==> src/rtl/hbuf_pkt_loader.sv <==
// hbuf_pkt_loader: moves one wvb packet at a time from the reader FIFOs into the hit-buffer
// readout DPRAM and hands it to the controller. Optional statistics: `define HBUF_LDR_CNT_EN.
module hbuf_pkt_loader #(
    parameter logic [15:0] P_MAX_LEN = 16'd2048
) (
    input  logic        clk,
    input  logic        rst,
    input  logic        en,
    input  logic        pkt_rdy,
    input  logic [15:0] pkt_len,
    output logic        pkt_ack,
    input  logic        data_empty,
    output logic        data_rd_en,
    input  logic [31:0] data_in,
    output logic        rdout_dpram_wren,
    output logic [9:0]  rdout_dpram_wr_addr,
    output logic [31:0] rdout_dpram_data,
    output logic [15:0] dpram_len_out,
    output logic        rdout_dpram_run,
    input  logic        dpram_busy,
    output logic [31:0] n_pkts,
    output logic [15:0] n_drops
);

    typedef enum logic [2:0] {
        S_IDLE      = 3'd0,
        S_READ      = 3'd1,
        S_RUN       = 3'd2,
        S_ARM       = 3'd3,
        S_BUSY_WAIT = 3'd4,
        S_DROP      = 3'd5
    } state_t;

    state_t      state_r;
    state_t      state_nxt_s;
    logic        clr_s;
    logic        accept_s;
    logic        rd_s;
    logic        last_wr_s;
    logic [16:0] len_p1_s;
    logic [15:0] n32_s;
    logic [15:0] len_r;
    logic [15:0] n32_r;
    logic [15:0] rd_cnt_r;
    logic [15:0] wr_cnt_r;
    logic        wren_r;
    logic [9:0]  wr_addr_r;
    logic        run_r;
    logic [15:0] len_out_r;

    assign clr_s     = rst | ~en;
    assign len_p1_s  = {1'b0, pkt_len} + 17'd1;
    assign n32_s     = 16'(len_p1_s >> 1);
    assign last_wr_s = wren_r & (wr_cnt_r == (n32_r - 16'd1));

    // Next-state and FIFO strobe decode
    always_comb begin
        state_nxt_s = state_r;
        accept_s    = 1'b0;
        rd_s        = 1'b0;
        case (state_r)
            S_IDLE: begin
                if (pkt_rdy && !dpram_busy) begin
                    accept_s = 1'b1;
                    if (pkt_len == 16'd0) begin
                        state_nxt_s = S_IDLE;
                    end else if (pkt_len > P_MAX_LEN) begin
                        state_nxt_s = S_DROP;
                    end else begin
                        state_nxt_s = S_READ;
                    end
                end else begin
                    state_nxt_s = S_IDLE;
                end
            end
            S_READ: begin
                rd_s = !data_empty && (rd_cnt_r < n32_r);
                if (last_wr_s) begin
                    state_nxt_s = S_RUN;
                end else begin
                    state_nxt_s = S_READ;
                end
            end
            S_RUN:  state_nxt_s = S_ARM;
            S_ARM:  state_nxt_s = S_BUSY_WAIT;
            S_BUSY_WAIT: begin
                if (!dpram_busy) begin
                    state_nxt_s = S_IDLE;
                end else begin
                    state_nxt_s = S_BUSY_WAIT;
                end
            end
            S_DROP: begin
                // Oversize packet: drain it so the FIFOs stay aligned, never write it
                rd_s = !data_empty && (rd_cnt_r < n32_r);
                if (rd_s && (rd_cnt_r == (n32_r - 16'd1))) begin
                    state_nxt_s = S_IDLE;
                end else begin
                    state_nxt_s = S_DROP;
                end
            end
            default: state_nxt_s = S_IDLE;
        endcase
    end

    // State register; rst or en low parks the loader in idle
    always_ff @(posedge clk) begin
        if (clr_s) begin
            state_r <= S_IDLE;
        end else begin
            state_r <= state_nxt_s;
        end
    end

    // Packet bookkeeping and registered DPRAM-side outputs
    always_ff @(posedge clk) begin
        if (clr_s) begin
            len_r     <= 16'd0;
            n32_r     <= 16'd0;
            rd_cnt_r  <= 16'd0;
            wr_cnt_r  <= 16'd0;
            wren_r    <= 1'b0;
            wr_addr_r <= 10'd0;
            run_r     <= 1'b0;
            len_out_r <= 16'd0;
        end else begin
            wren_r <= (state_r == S_READ) && rd_s;
            run_r  <= (state_nxt_s == S_RUN);
            if (accept_s) begin
                len_r     <= pkt_len;
                n32_r     <= n32_s;
                rd_cnt_r  <= 16'd0;
                wr_cnt_r  <= 16'd0;
                wr_addr_r <= 10'd0;
            end else begin
                if (rd_s) begin
                    rd_cnt_r <= rd_cnt_r + 16'd1;
                end
                if (wren_r) begin
                    wr_cnt_r <= wr_cnt_r + 16'd1;
                    // Hold on the final word so a full 1024-word packet never wraps
                    if (!last_wr_s) begin
                        wr_addr_r <= wr_addr_r + 10'd1;
                    end
                end
            end
            if (state_nxt_s == S_RUN) begin
                len_out_r <= len_r;
            end
        end
    end

    assign pkt_ack             = accept_s & ~clr_s;
    assign data_rd_en          = rd_s & ~clr_s;
    assign rdout_dpram_wren    = wren_r;
    assign rdout_dpram_wr_addr = wr_addr_r;
    assign rdout_dpram_data    = wren_r ? data_in : 32'd0;
    assign dpram_len_out       = len_out_r;
    assign rdout_dpram_run     = run_r;

`ifdef HBUF_LDR_CNT_EN
    logic [31:0] n_pkts_r;
    logic [15:0] n_drops_r;
    logic        drop_s;

    assign drop_s = pkt_ack & (pkt_len > P_MAX_LEN);

    // Saturating statistics, cleared by rst only so they survive en toggles
    always_ff @(posedge clk) begin
        if (rst) begin
            n_pkts_r  <= 32'd0;
            n_drops_r <= 16'd0;
        end else begin
            if (run_r && (n_pkts_r != 32'hFFFF_FFFF)) begin
                n_pkts_r <= n_pkts_r + 32'd1;
            end
            if (drop_s && (n_drops_r != 16'hFFFF)) begin
                n_drops_r <= n_drops_r + 16'd1;
            end
        end
    end

    assign n_pkts  = n_pkts_r;
    assign n_drops = n_drops_r;
`else
    assign n_pkts  = 32'd0;
    assign n_drops = 16'd0;
`endif

endmodule
==> config.mk <==
export PLATFORM = sky130hd
export DESIGN_NAME = hbuf_pkt_loader
export DESIGN_NICKNAME = d
export VERILOG_FILES = /design/src/rtl/hbuf_pkt_loader.sv
export SDC_FILE = /design/constraint.sdc
export NUM_CORES = 1
export LEC_CHECK = 0
export BUFFER_PORTS_ARGS = -buffer_cell sky130_fd_sc_hd__buf_2
export CAP_MARGIN = 20
export CORE_MARGIN = 2
export CORE_UTILIZATION = 26
export CTS_CLUSTER_SIZE = 14
export DETAILED_ROUTE_END_ITERATION = 12
export PLACE_DENSITY = 0.56
export REMOVE_ABC_BUFFERS = 1
export SETUP_SLACK_MARGIN = 0.4
export SLEW_MARGIN = 20
export SYNTH_ARGS = -nofsm -noshare
export SYNTH_HDL_FRONTEND = slang
export SYNTH_SLANG_ARGS = --single-unit
==> constraint.sdc <==
create_clock -name clk -period 3.2 [get_ports clk]
set_clock_uncertainty 0.05 [all_clocks]
set_input_delay 0.32 -clock clk [delete_from_list [all_inputs] [get_ports clk]]
set_output_delay 0.32 -clock clk [all_outputs]
set_load 0.02 [all_outputs]
==> run metrics <==
status finished, final reports clean; Synth Register Bits 95; switch share 0.283; P_sw 819 uW; Clk pwr share 0.412; Synthesis Warnings 0; Routability Congestion 0.908; clk_lat worst skew 350 ps; Post-synth ARST share 0; site row count 56; Tmin final 2790 ps; vias per std cell 4.63; WP data arrival 3020 ps; worst-margin pin slew 737 ps; Startpoint Class register; Internal roughly 2100 uW; peak supply drop 205 uV; Avg Inst Size Synth about 8 um^2; Mapped Cells 771; EDFF count, synth 0; hold-fix buffer count after cts 0; Peak Freq ~0.36 GHz; Max clock buf depth 2; NumNets Final 978; initial core utilization 0.264; Reg power frac 0.418; Final Hold Fails 0; # diodes 0; Total GRT Usage 0.134; final WL 17200 um; CTS buffer count 9; DIE AREA 25000 um^2; initial antenna violation count 0; H-tree depth 3; # port buffers 115; global-route wire length before repair 26400 um; Seq/Total Area, Yosys 0.308; Lkg Pwr 0.00329 uW; Final Cycle Share 0.871; Max-Cap Viols 0; fraction of layout cells with a size suffix above 1 0.259; die width 158 um; Required @ worst endpoint around 3400 ps; TritonRoute pass-1 iters 4; I/O pin total around 160; Comb power frac 0.170; DR vias ~5700; CTS Root Cell clkbuf_16; vias in the first global route 5170; Most used DFF post-synth dfxtp_1; First DRT Iteration DRCs slightly below 400; routed length per placed instance 14.0 um; Worst slew margin 0.508; core area 23400 um^2; pin count of the biggest net entering global routing between 40 and 50; total negative setup slack 0 ps; worst hold path type in2reg; final setup vio count 0; Post-Place Cells between 1000 and 1500; # DRC 0; post-route antenna net violation count 0; critical path peak fanout 4; Post-Layout Cell Count 1226; Final Slew Violations 0; count of cell types in the netlist 70; P per Cell Area 376 nW/um^2; mapped cell area 6170 um^2; CTS tree built; CP Capture Type register; die extent in y 158 um; clock sink count between 90 and 100; hpwl dp 12800 um; critical path type reg2reg; GR Overflow Total 0; RSZ-0062 raised after global routing yes; fill count 2520; Layout area overhead 24.8%; clock slew at reported path FFs 70 ps
-- metal layers --
metal  track usage  routed length (um)  share of wire
met5             0                   0              0
met4        0.0532                 388          0.023
met3        0.0159                 997          0.058
met2         0.228                7940           0.46
met1         0.173                7840           0.46
-- power groups by stage --
stage	Sequential, uW	Clock [uW]	Combinational (uW)
4_1_cts	1210	1230	450
5_1_grt	1210	1280	536
3_3_place_gp	1240	0	429
6_report	1210	1190	492
3_5_place_dp	1240	0	430
2_1_floorplan	1240	0	289
-- cell usage in the layout, fill, tap and decap left out, drive strengths merged, types with 21 or more instances in the layout --
master | netlist | routed
a21oi | 42 | 42
inv | 28 | 30
conb | 1 | 48
buf | 57 | 159
and2 | 35 | 35
ha | 22 | 22
nand4 | 26 | 26
mux2i | 21 | 21
xor2 | 25 | 25
nand3 | 22 | 22
xnor2 | 45 | 45
nor2 | 83 | 83
nand2 | 73 | 73
dfxtp | 95 | 95
-- what timing repair did --
| action | 4_1_cts | 5_1_grt |
|---|---|---|
| setup buffers | 7 | 10 |
| gates cloned | 0 | 1 |
| endpoints found under the setup margin | 31 | 32 |
| pin swaps | 4 | 16 |
| resized for setup | 31 | 29 |
-- logic make-up (layout without fill, tap and decap cells) --
group	after synthesis	in the layout	share of synthesized area
compound gates	117	117	0.128
xor+xnor	71	71	0.104
fa+ha+maj	22	22	0.0446
buf+inv	115	204	0.102
flops	95	95	0.308
mux	22	22	0.0359
other cells	1	48	0.000608
simple gates	328	328	0.277
-- critical path, stage by stage (launching register included) --
cell and delay (ps):
dfxtp_2 320, buf_6 120, or4_4 550, nor3_4 150
o2111a_1 230, o2111ai_2 130, or4_1 420, or4_4 460
o21a_1 190, nor3_2 90
-- metrics by stage --
step | instance area (um^2) | util | total power [uW] | hold WS, ps | setup WS [ps]
after global routing | 7700 | 0.329 | 3020 | 197 | 303
final | 7700 | 0.329 | 2900 | 192 | 413
after global placement | 7000 | 0.299 | 1670 | 391 | 52.8
after CTS | 7480 | 0.320 | 2890 | 179 | 365
after floorplan | 5820 | - | 1530 | 386 | 145
after detailed placement | 7000 | 0.299 | 1670 | 396 | -32.0
-- final timing paths --
| check | slack (ps) | end | start | cells past startpoint |
|---|---|---|---|---|
| max | 410 | state_r[1] | n32_r[0] | 9 |
| min | 190 | len_r[15] | pkt_len[15] | 3 |
| max reg2reg | 410 | state_r[1] | n32_r[0] | 9 |
| min reg2reg | 400 | len_r[12] | len_r[12] | 2 |
-- synthesized netlist by cell type, types with 20 or more instances --
cell type,count,area share
a21oi_1,42,0.034
and2_1,35,0.035
and3_1,20,0.020
buf_4,49,0.060
clkbuf_1,30,0.018
dfxtp_1,95,0.31
ha_1,22,0.045
inv_1,28,0.017
mux2i_1,21,0.034
nand2_1,73,0.044
nand3_1,20,0.016
nand4_1,26,0.026
nor2_1,83,0.050
xnor2_1,44,0.062
xor2_1,25,0.035
-- flip-flops by register name, summed over array words and instances (netlist names) --
register,flops
state_r,3
wr_cnt_r,16
n32_r,16
rdout_dpram_wr_addr,10
rd_cnt_r,16
rdout_dpram_wren,1
dpram_len_out,16
len_r,16
rdout_dpram_run,1
-- area by class of cell --
cell class                      instances  area, um^2  area share
Clock buffer                            9         225      0.0292
Clock inverter                          7         104      0.0135
Tap cell                              319         399      0.0518
Sequential cell                        95        1930       0.251
Inverter                               28         108      0.0140
Timing Repair Buffer                  160         972       0.126
Multi-Input combinational cell        608        3960       0.514
Note: power is estimated with default switching activity, not from simulation.
